File: src/rtl/rv32i_fetch_pkg.sv
// -----------------------------------------------------------------------------
// rv32i_fetch_pkg
//   Shared definitions for the RV32I instruction fetch stage: bubble
//   instruction, default reset vector, fetch FSM state encoding and a
//   word-alignment helper.
// -----------------------------------------------------------------------------
package rv32i_fetch_pkg;

  // ADDI x0,x0,0 -- the canonical RV32I no-op used as a pipeline bubble.
  localparam logic [31:0] RV32I_NOP_INSTR  = 32'h0000_0013;
  localparam logic [31:0] RV32I_RESET_VEC  = 32'h0000_0000;

  typedef enum logic [1:0] {
    FETCH_BOOT  = 2'd0,
    FETCH_RUN   = 2'd1,
    FETCH_STALL = 2'd2
  } fetch_state_e;

  // Instruction memory is word addressed; the low two address bits are dropped.
  function automatic logic [31:0] word_align(input logic [31:0] addr);
    return {addr[31:2], 2'b00};
  endfunction

endpackage

File: src/rtl/rv32i_fetch_hold.sv
// -----------------------------------------------------------------------------
// rv32i_fetch_hold
//   One-entry holding register for an instruction/PC pair that arrives from
//   memory while decode is stalled.
// Ports
//   clk         in   clock
//   reset       in   synchronous active-high reset
//   load        in   capture load_instr/load_pc and mark the entry valid
//   clear       in   invalidate the entry (wins over load)
//   load_instr  in   32-bit instruction to capture
//   load_pc     in   32-bit address of that instruction
//   vld         out  entry holds a valid instruction
//   hold_instr  out  captured instruction
//   hold_pc     out  captured address
// -----------------------------------------------------------------------------
module rv32i_fetch_hold (
  input  logic        clk,
  input  logic        reset,
  input  logic        load,
  input  logic        clear,
  input  logic [31:0] load_instr,
  input  logic [31:0] load_pc,
  output logic        vld,
  output logic [31:0] hold_instr,
  output logic [31:0] hold_pc
);

  logic        vld_reg;
  logic [31:0] instr_reg;
  logic [31:0] pc_reg;

  always_ff @(posedge clk) begin
    if (reset) begin
      vld_reg   <= 1'b0;
      instr_reg <= 32'h0;
      pc_reg    <= 32'h0;
    end else if (clear) begin
      vld_reg   <= 1'b0;
    end else if (load) begin
      vld_reg   <= 1'b1;
      instr_reg <= load_instr;
      pc_reg    <= load_pc;
    end
  end

  assign vld        = vld_reg;
  assign hold_instr = instr_reg;
  assign hold_pc    = pc_reg;

endmodule

File: src/rtl/rv32i_fetch.sv
// -----------------------------------------------------------------------------
// rv32i_fetch
//   RV32I instruction fetch stage feeding rv32i_decode. Owns the fetch PC,
//   issues word reads on a waitrequest / fixed 1-cycle-latency bus, presents
//   instr/pc_out to decode, holds them while decode stalls, redirects on
//   update_pc and fills every gap with NOP bubbles.
// Ports
//   clk            in   clock, all state on posedge
//   reset          in   synchronous active-high reset
//   iaddress       out  word-aligned read address
//   iread          out  read request
//   iwaitrequest   in   memory not accepting; request is held
//   ireaddata      in   read data, valid one cycle after an accepted read
//   update_pc      in   redirect strobe (branch/jump/trap)
//   new_pc         in   redirect target
//   stall          in   decode is not consuming instr this cycle
//   instr          out  instruction to decode
//   pc_out         out  address of instr
//   misaligned     out  one-cycle pulse: redirect target not word aligned
//   misaligned_pc  out  offending new_pc, valid with misaligned
// -----------------------------------------------------------------------------
module rv32i_fetch
  import rv32i_fetch_pkg::*;
#(
  parameter logic [31:0] RV32I_RESET_VECTOR = RV32I_RESET_VEC,
  parameter logic [31:0] RV32I_NOP          = RV32I_NOP_INSTR
) (
  input  logic        clk,
  input  logic        reset,
  output logic [31:0] iaddress,
  output logic        iread,
  input  logic        iwaitrequest,
  input  logic [31:0] ireaddata,
  input  logic        update_pc,
  input  logic [31:0] new_pc,
  input  logic        stall,
  output logic [31:0] instr,
  output logic [31:0] pc_out,
  output logic        misaligned,
  output logic [31:0] misaligned_pc
);

  fetch_state_e state_reg, state_next;

  logic [31:0] fetch_pc_reg, fetch_pc_next;
  logic        rd_pend_reg;
  logic [31:0] rd_addr_reg;
  logic        wait_hold_reg;
  logic [31:0] last_pc_reg;
  logic        misaligned_reg;
  logic [31:0] misaligned_pc_reg;

  logic [31:0] target_pc;
  logic        accept;
  logic        kill;
  logic        hold_load;
  logic        hold_clear;
  logic        hold_vld;
  logic [31:0] hold_instr;
  logic [31:0] hold_pc;

  assign target_pc = word_align(new_pc);

  // A redirect steers the bus in the same cycle, so the target read can be
  // issued without waiting for fetch_pc to update.
  assign iaddress = update_pc ? target_pc : fetch_pc_reg;

  // Reads are issued whenever decode is consuming (including the cycle a
  // stall drops, so the word after the held one arrives with no gap), on any
  // redirect, and for as long as an earlier request is still being refused
  // by memory -- a request once raised is never withdrawn under waitrequest.
  assign iread  = update_pc | ~stall | wait_hold_reg;
  assign accept = iread & ~iwaitrequest;

  // The only read that can be in flight during a redirect is the one whose
  // data returns this very cycle; it belongs to the old path.
  assign kill = update_pc;

  // Capture returning data that decode cannot take. The entry stays valid
  // until the stall releases (it is presented in that cycle) or a redirect
  // makes it stale.
  assign hold_load  = stall & rd_pend_reg & ~kill & ~hold_vld;
  assign hold_clear = update_pc | ((state_reg == FETCH_STALL) & ~stall);

  rv32i_fetch_hold u_hold (
    .clk        (clk),
    .reset      (reset),
    .load       (hold_load),
    .clear      (hold_clear),
    .load_instr (ireaddata),
    .load_pc    (rd_addr_reg),
    .vld        (hold_vld),
    .hold_instr (hold_instr),
    .hold_pc    (hold_pc)
  );

  // Next fetch PC: advance past whatever was accepted; a refused redirect
  // parks the target in fetch_pc so the request keeps pointing at it.
  always_comb begin
    fetch_pc_next = fetch_pc_reg;
    if (accept) begin
      fetch_pc_next = iaddress + 32'd4;
    end else if (update_pc) begin
      fetch_pc_next = target_pc;
    end
  end

  always_comb begin
    state_next = state_reg;
    if (update_pc) begin
      state_next = FETCH_RUN;
    end else begin
      case (state_reg)
        FETCH_BOOT:  if (accept) state_next = FETCH_RUN;
        FETCH_RUN:   if (stall)  state_next = FETCH_STALL;
        FETCH_STALL: if (!stall) state_next = FETCH_RUN;
        default:     state_next = FETCH_BOOT;
      endcase
    end
  end

  // Output mux: held word first, then fresh data, otherwise a bubble that
  // keeps the last pc_out so decode sees a stable address.
  always_comb begin
    instr  = RV32I_NOP;
    pc_out = last_pc_reg;
    if (hold_vld) begin
      instr  = hold_instr;
      pc_out = hold_pc;
    end else if (rd_pend_reg && !kill) begin
      instr  = ireaddata;
      pc_out = rd_addr_reg;
    end
  end

  always_ff @(posedge clk) begin
    if (reset) begin
      state_reg         <= FETCH_BOOT;
      fetch_pc_reg      <= RV32I_RESET_VECTOR;
      rd_pend_reg       <= 1'b0;
      rd_addr_reg       <= RV32I_RESET_VECTOR;
      wait_hold_reg     <= 1'b0;
      last_pc_reg       <= RV32I_RESET_VECTOR;
      misaligned_reg    <= 1'b0;
      misaligned_pc_reg <= 32'h0;
    end else begin
      state_reg      <= state_next;
      fetch_pc_reg   <= fetch_pc_next;
      rd_pend_reg    <= accept;
      if (accept) begin
        rd_addr_reg  <= iaddress;
      end
      wait_hold_reg  <= iread & iwaitrequest;
      last_pc_reg    <= pc_out;
      misaligned_reg <= update_pc & (new_pc[1:0] != 2'b00);
      if (update_pc && (new_pc[1:0] != 2'b00)) begin
        misaligned_pc_reg <= new_pc;
      end
    end
  end

  assign misaligned    = misaligned_reg;
  assign misaligned_pc = misaligned_pc_reg;

endmodule
File: config.mk
export PLATFORM = sky130hd
export DESIGN_NAME = rv32i_fetch
export DESIGN_NICKNAME = d
export VERILOG_FILES = /design/src/rtl/rv32i_fetch_pkg.sv /design/src/rtl/rv32i_fetch_hold.sv /design/src/rtl/rv32i_fetch.sv
export SDC_FILE = /design/constraint.sdc
export NUM_CORES = 1
export LEC_CHECK = 0
export BUFFER_PORTS_ARGS = -buffer_cell sky130_fd_sc_hd__buf_2
export CAP_MARGIN = 10
export CORE_ASPECT_RATIO = 0.75
export CORE_MARGIN = 3
export CORE_UTILIZATION = 54
export CTS_CLUSTER_DIAMETER = 150
export DETAILED_ROUTE_END_ITERATION = 7
export PLACE_DENSITY = 0.8
export SYNTH_ARGS = -nofsm -noshare
export SYNTH_HDL_FRONTEND = slang
export SYNTH_SLANG_ARGS = --single-unit
File: constraint.sdc
create_clock -name clk -period 3.9 [get_ports clk]
set_input_delay 0.195 -clock clk [delete_from_list [all_inputs] [get_ports clk]]
set_output_delay 0.195 -clock clk [all_outputs]
set_load 0.1 [all_outputs]
==> results of run 1 <==
-- synth_stat cells, types with 3 or more instances --
| library cell | count |
|---|---|
| nor2b_1 | 36 |
| xnor2_1 | 9 |
| o31a_1 | 4 |
| mux2_2 | 10 |
| o21a_1 | 3 |
| nand4_1 | 13 |
| a21oi_1 | 107 |
| nand3_1 | 17 |
| mux2i_1 | 53 |
| inv_1 | 27 |
| o21ai_0 | 76 |
| nor2_1 | 67 |
| nor4_1 | 5 |
| buf_2 | 9 |
| xor2_1 | 7 |
| buf_1 | 3 |
| dfxtp_1 | 198 |
| nand2_1 | 300 |
| clkbuf_1 | 63 |
| a211oi_1 | 22 |
| nand4b_1 | 4 |
| nor3_1 | 24 |
-- how the worst max path moves through the flow --
stage | slack, ns | endpoint | start
floorplan | 0.24 | instr[11] | rd_pend_reg
global placement | 0.86 | fetch_pc_reg[31] | update_pc
detailed placement | 0.64 | fetch_pc_reg[31] | update_pc
CTS | 1.09 | fetch_pc_reg[31] | update_pc
global route | 0.82 | fetch_pc_reg[31] | update_pc
finish | 0.93 | fetch_pc_reg[31] | update_pc
-- timing repair --
action / 4_1_cts / 5_1_grt
gates resized for setup: 0 / 0
hold buffers: 17 / 0
setup buffers: 0 / 0
endpoints found under the hold margin: 17 / 0
-- logic make-up after synthesis --
group / Yosys count / synth area share
fa+ha+maj: 1 / 0.001466
buf+inv: 105 / 0.04928
flops: 198 / 0.4647
simple gates: 482 / 0.2441
mux: 63 / 0.07539
xor+xnor: 16 / 0.01643
compound gates: 223 / 0.1487
-- power breakdown --
group | internal [µW] | switching (µW)
clock network | 989 | 786
logic | 191 | 737
registers | 2100 | 54.7
-- metrics by stage --
| stage | total power, µW | worst slack, ns |
|---|---|---|
| 6_report | 4862 | 0.9310 |
| 5_1_grt | 5042 | 0.8234 |
| 4_1_cts | 4894 | 1.088 |
| 3_5_place_dp | 3114 | 0.6407 |
| 3_3_place_gp | 3104 | 0.8583 |
| 2_1_floorplan | 2921 | 0.2403 |
-- metal layers --
| layer | track usage | vias up | share of wire |
|---|---|---|---|
| met3 | 0.04846 | 45 | 0.070 |
| met1 | 0.3589 | 3648 | 0.44 |
| met5 | 0 | - | 0 |
| met2 | 0.3968 | 309 | 0.46 |
| met4 | 0.08454 | 0 | 0.022 |
| li1 | - | 3959 | - |
-- cell type report --
cell class | instances | area [µm²]
repair buffers | 229 | 1285
inverters | 27 | 101.3
fillers | 1280 | 4989
flip-flops and latches | 198 | 3968
clock buffers | 19 | 452.9
clock inverters | 13 | 143.9
well taps | 205 | 256.5
multi-input cells | 785 | 4175
-- tightest hold or removal path, cell delays in order --
cell     delay (ns)
buf_2          0.11
nand2_1        0.05
a21oi_1        0.05
==> Flow_metrics.wiki, run 1 <==
{| class="wikitable"
! Metric !! Value
|-
| Sum Neg Setup Slack || 0 ns
|-
| Synthesized instance count || 1,088
|-
| Number of antenna violations at the first check in global routing || 0
|-
| Final #Nets || ~1,300
|-
| Number of global-route vias before repair || 7,314
|-
| Antenna viol nets, final || 0
|-
| Worst-case vdd ir drop || 0.2892 mV
|-
| Biggest fanout along the worst timing path || 45
|-
| WL/cell || 15.02 µm
|-
| Share of the synthesized area in the top cell type || 0.4647
|-
| # placed instances || 1,427
|-
| Vias per inst || 5.394
|-
| Post-synthesis cell type with the largest combined area || dfxtp_1
|-
| Cell area after layout || 10,380 µm²
|-
| Fmax achieved || 0.3368 GHz
|-
| Y dimension of the die || about 110 µm
|-
| Number of top-level design ports || 199
|-
| Post-DP HPWL || 14,570 µm
|-
| Post-detailed-routing wire length || 22,170 µm
|-
| Cell-by-cell listing of the critical path || buf_2 > mux2i_1 > a211oi_2 > nand4_1 > nor4_1 > mux2_2
|-
| Number of antenna diodes || 0
|-
| Worst R2R End || fetch_pc_reg[31]
|-
| Root Driver || clkbuf_16
|-
| Internal reg-to-reg setup slack || 1.27 ns
|-
| Buffer levels on the longest clock path || 2
|-
| Total buffers and inverters traversed by the critical path || 1
|-
| # H-tree levels || 4
|-
| Setup crit end kind || flop
|-
| Overflow after GRT || 0
|-
| Synthesis-stage register bit count || 198
|-
| Initial detailed-routing violation count || 714
|-
| Count of warnings emitted by yosys || 0
|-
| Depth of the most critical reg-to-reg path || 5
|-
| Slew at the pin with the worst max-slew slack || 1.003 ns
|-
| Endpoint of the worst hold path || misaligned_pc[30]
|-
| Period Utilization, post-route || 0.7613
|-
| CTS tree || built
|-
| Final clock skew || 0.008598 ns
|-
| Cell area after placement || 9615 µm²
|-
| Mean cell area of the mapped netlist || 7.841 µm²
|-
| Maximum number of pins on one net before global-route repair || around 130
|-
| WP depth || 6
|-
| Final-layout worst hold slack || about 0.015 ns
|-
| Number of buffers inserted by port buffering || roughly 200
|-
| Period minus WS final || 2.969 ns
|-
| CP Data Required Time || 4.22 ns
|-
| Power density over the cells || 468.3 nW/µm²
|-
| Slowest library cell on the worst path || buf_2
|-
| Hold path startpoint || new_pc[30]
|-
| Synth Cell Area || 8531 µm²
|-
| Unrepaired setup endpoints after global routing || false
|-
| Effective utilization at floorplan || 0.5550
|-
| Final design utilization || 0.6755
|-
| Total routing resource utilization after global routing || 0.2550
|-
| Part of the Yosys area used for sequential elements || 0.4647
|-
| Share of flip-flops with an asynchronous set or reset || 0
|-
| Crit path DAT || approximately 3.3 ns
|-
| Max cap viols || 0
|-
| Total nets after synthesis || roughly 1,200
|-
| Ys flop type || dfxtp_1
|-
| Insertion delay to the later sink of the worst-skew pair || 0.43 ns
|-
| First-pass GRT wire length || approximately 36,000 µm
|-
| Layout Area Growth over Synthesis || 21.71%
|-
| Fin. max-slew vios || 0
|-
| Worst hold stages || 3
|-
| Number of enable flip-flop cells after synthesis || 0
|-
| Fraction of layout instances using a drive strength above 1 || 0.2101
|-
| Category of the most critical setup path || input port to flop
|-
| Leading cell types in the layout, fill and taps excluded || 300 x nand2_1, 197 x dfxtp_1, 197 x buf_2
|-
| Site Rows || 39
|-
| HP Class || input port to flop
|-
| Routed via count || 7,961
|-
| Chip Width || approximately 150 µm
|-
| Cells taking the most area after synthesis || dfxtp_1 46%, nand2_1 13%, a21oi_1 6.3%
|-
| Crit path largest cell delay || 0.73 ns
|-
| Startpoint of the worst register-to-register path || fetch_pc_reg[13]
|-
| Num CTS Buffers || 17
|-
| Number of unique standard cell types used by synthesis || 44
|-
| Clock Sink Count || 198
|-
| Gp weighted congestion || around 0.93
|-
| Clock-pin slew of the registers on the worst-case setup and hold paths || around 0.07 ns
|-
| Max-slew headroom || 0.3313
|-
| DRC viols || 0
|-
| Floorplan Core Area || roughly 15,000 µm²
|-
| Count of final hold-check violations || 0
|-
| Status || completed
|-
| Cell class contributing the biggest share of worst-path delay || simple AND/OR/NAND/NOR gates
|-
| 1st-pass router iterations || 7
|-
| Most common cell after layout, fill and taps aside || nand2_1
|-
| Final cell count without fillers || 1,476
|-
| Startpoint type of the worst setup path || input port
|-
| Die footprint || 17,360 µm²
|-
| Setup-failing EPs final || 0
|-
| Leak pwr || roughly 0.0043 µW
|}
Power figures use the tool's default switching activity.
==> inputs of run 2 (changes only) <==
Clock period 3.9 ns to 2.84 ns, I/O delays scaled along.
==> run 2 against run 1 <==
Compared with the run above: design area is 12% higher; clock power grew 33%; worst hold slack improved by 0.0060 ns; highest routed layer unchanged; via count is 5.6% higher; flip-flop and latch count is the same; setup slack worse by 0.46 ns; largest power group unchanged.
==> Flow_metrics.wiki, run 2 (synthesis gave the netlist of run 1 again) <==
{| class="wikitable"
! Metric !! Value
|-
| Cell area after placement || 10,390 µm² (+8.0%)
|-
| Setup-failing EPs final || 0 (unchanged)
|-
| Crit path largest cell delay || 0.53 ns (-0.20 ns)
|-
| Post-DP HPWL || 15,260 µm (+4.8%)
|-
| Period minus WS final || about 2.4 ns
|-
| Fraction of layout instances using a drive strength above 1 || 0.2195 (+0.009460)
|-
| Chip Width || 151.1 µm (unchanged)
|-
| Setup crit end kind || flop
|-
| CTS tree || built
|-
| 1st-pass router iterations || 5 (-2)
|-
| Slowest library cell on the worst path || dlygate4sd3_1
|-
| WL/cell || 16.02 µm (+6.7%)
|-
| Cell area after layout || 11,590 µm² (+12%)
|-
| Leading cell types in the layout, fill and taps excluded || 300 x nand2_1, 197 x dfxtp_1, 160 x buf_2
|-
| First-pass GRT wire length || 38,840 µm (+7.6%)
|-
| Y dimension of the die || 114.9 µm (unchanged)
|-
| Slew at the pin with the worst max-slew slack || 0.8510 ns (-0.1521 ns)
|-
| Initial detailed-routing violation count || 733 (+2.7%)
|-
| Post-CTS setup buffer count || 0 (unchanged)
|-
| Count of fill cells added during filler insertion || 1,111 (-13%)
|-
| Count of final hold-check violations || 0 (unchanged)
|-
| Overflow after GRT || 0 (unchanged)
|-
| Category of the most critical setup path || input port to flop
|-
| Biggest fanout along the worst timing path || 4 (-91%)
|-
| Number of top-level design ports || 199 (unchanged)
|-
| Number of global-route vias before repair || 7,845 (+7.3%)
|-
| Number of antenna violations at the first check in global routing || 0 (unchanged)
|-
| Antenna viol nets, final || 0 (unchanged)
|-
| Die footprint || 17,360 µm² (unchanged)
|-
| Clock Sink Count || 198 (unchanged)
|-
| Fmax achieved || around 0.42 GHz
|-
| Number of antenna diodes || 0 (unchanged)
|-
| Most common cell after layout, fill and taps aside || nand2_1
|-
| Number of buffers inserted by port buffering || 198 (unchanged)
|-
| Final clock skew || 0.006253 ns (-0.002345 ns)
|-
| Vias per inst || 5.508 (+2.1%)
|-
| Unrepaired setup endpoints after global routing || false
|-
| Period Utilization, post-route || 0.8356
|-
| Crit path DAT || 2.73 ns (-0.56 ns)
|-
| Fin. max-slew vios || 0 (unchanged)
|-
| Floorplan Core Area || 15,370 µm² (unchanged)
|-
| Maximum number of pins on one net before global-route repair || 131 (-0.76%)
|-
| Post-detailed-routing wire length || 24,450 µm (+10%)
|-
| Status || completed
|-
| Cell-by-cell listing of the critical path || dlygate4sd3_1 > buf_2 > mux2i_1 > inv_1 > ha_4 > inv_2 > a2111oi_4 > nand4_1 > or4_1 > a21oi_1
|-
| Total routing resource utilization after global routing || 0.2774 (+0.02236)
|-
| Max cap viols || 0 (unchanged)
|-
| Startpoint type of the worst setup path || input port
|-
| Setup slack after layout || 0.4670 ns (-0.4640 ns)
|-
| Resized Gates After CTS || 0 (unchanged)
|-
| Effective utilization at floorplan || 0.5550 (unchanged)
|-
| Gp weighted congestion || 0.9041 (-2.7%)
|-
| Power density over the cells || 582.9 nW/µm² (+24%)
|-
| Routed via count || 8,405 (+5.6%)
|-
| HP Class || input port to flop
|-
| Site Rows || 39 (unchanged)
|-
| Root Driver || clkbuf_16
|-
| Number of hold-repair buffers added at the cts stage || 63 (+46)
|-
| # H-tree levels || 4 (unchanged)
|-
| Clock-pin slew of the registers on the worst-case setup and hold paths || 0.06 ns (about the same)
|-
| DRC viols || 0 (unchanged)
|-
| Buffer levels on the longest clock path || 2 (unchanged)
|-
| Max-slew headroom || 0.4305 (+0.09926)
|-
| Insertion delay to the later sink of the worst-skew pair || 0.43 ns (about the same)
|-
| Worst slack at placement || 0.3679 ns (-0.2728 ns)
|-
| Leak pwr || 0.004674 µW (+9.3%)
|-
| Sum Neg Setup Slack || 0 ns (unchanged)
|-
| CP Data Required Time || 3.20 ns (-1.02 ns)
|-
| Final #Nets || 1,381 (+4.0%)
|-
| Layout Area Growth over Synthesis || 35.86%
|-
| Worst-case vdd ir drop || 0.4061 mV (+40%)
|-
| Num CTS Buffers || 17 (unchanged)
|}
-- run 2: area by class of cell --
type | instances | area (µm²) | share of cell area
well taps | 205 | 256.5 | 0.02213
clock inverters | 4 | 70.07 | 0.006046
inverters | 27 | 105.1 | 0.009068
flip-flops and latches | 198 | 3968 | 0.3423
clock buffers | 25 | 495.5 | 0.04275
repair buffers | 282 | 2416 | 0.2085
multi-input cells | 785 | 4279 | 0.3692
-- run 2: through the flow --
stage | cells | util | power [µW] | hold WS [ns]
CTS | 1526 | 0.7535 | 6773 | 0.0007635
finish | 1526 | 0.7540 | 6756 | 0.02094
floorplan | 1088 | - | 4032 | 0.2780
detailed placement | 1434 | 0.6757 | 4375 | 0.3983
global route | 1526 | 0.7540 | 6990 | 0.007217
global placement | 1434 | 0.6757 | 4355 | 0.3953
-- run 2: critical path, delay by kind of cell --
kind	cells	cell delay [ns]
buffers and inverters	4	0.88
adder cells (fa/ha/maj)	1	0.15
multiplexers	1	0.14
AND/OR/NAND/NOR	2	0.77
AO/OA/AOI/OAI	2	0.64
-- run 2: worst paths after layout --
path / from / to / slack (ns) / cells past startpoint
max: new_pc[2] / fetch_pc_reg[24] / 0.47 / 10
min: stall / state_reg[1] / 0.02 / 2
max reg2reg: fetch_pc_reg[2] / fetch_pc_reg[24] / 0.55 / 8
min reg2reg: misaligned_pc[29] / misaligned_pc[29] / 0.45 / 2
-- run 2: power by group --
part           leakage, µW  switching (µW)  internal [µW]
clock network     0.000279             981           1380
registers          0.00162            73.9           2890
logic              0.00278            1060            374
-- run 2: layer usage --
layer / vias to the layer above / routed length, µm / track usage
met2: 309 / 11730 / 0.4521
met4: 0 / 592 / 0.09179
met5: - / 0 / 0
met3: 56 / 1615 / 0.06935
met1: 3956 / 10500 / 0.3632
li1: 4084 / - / -
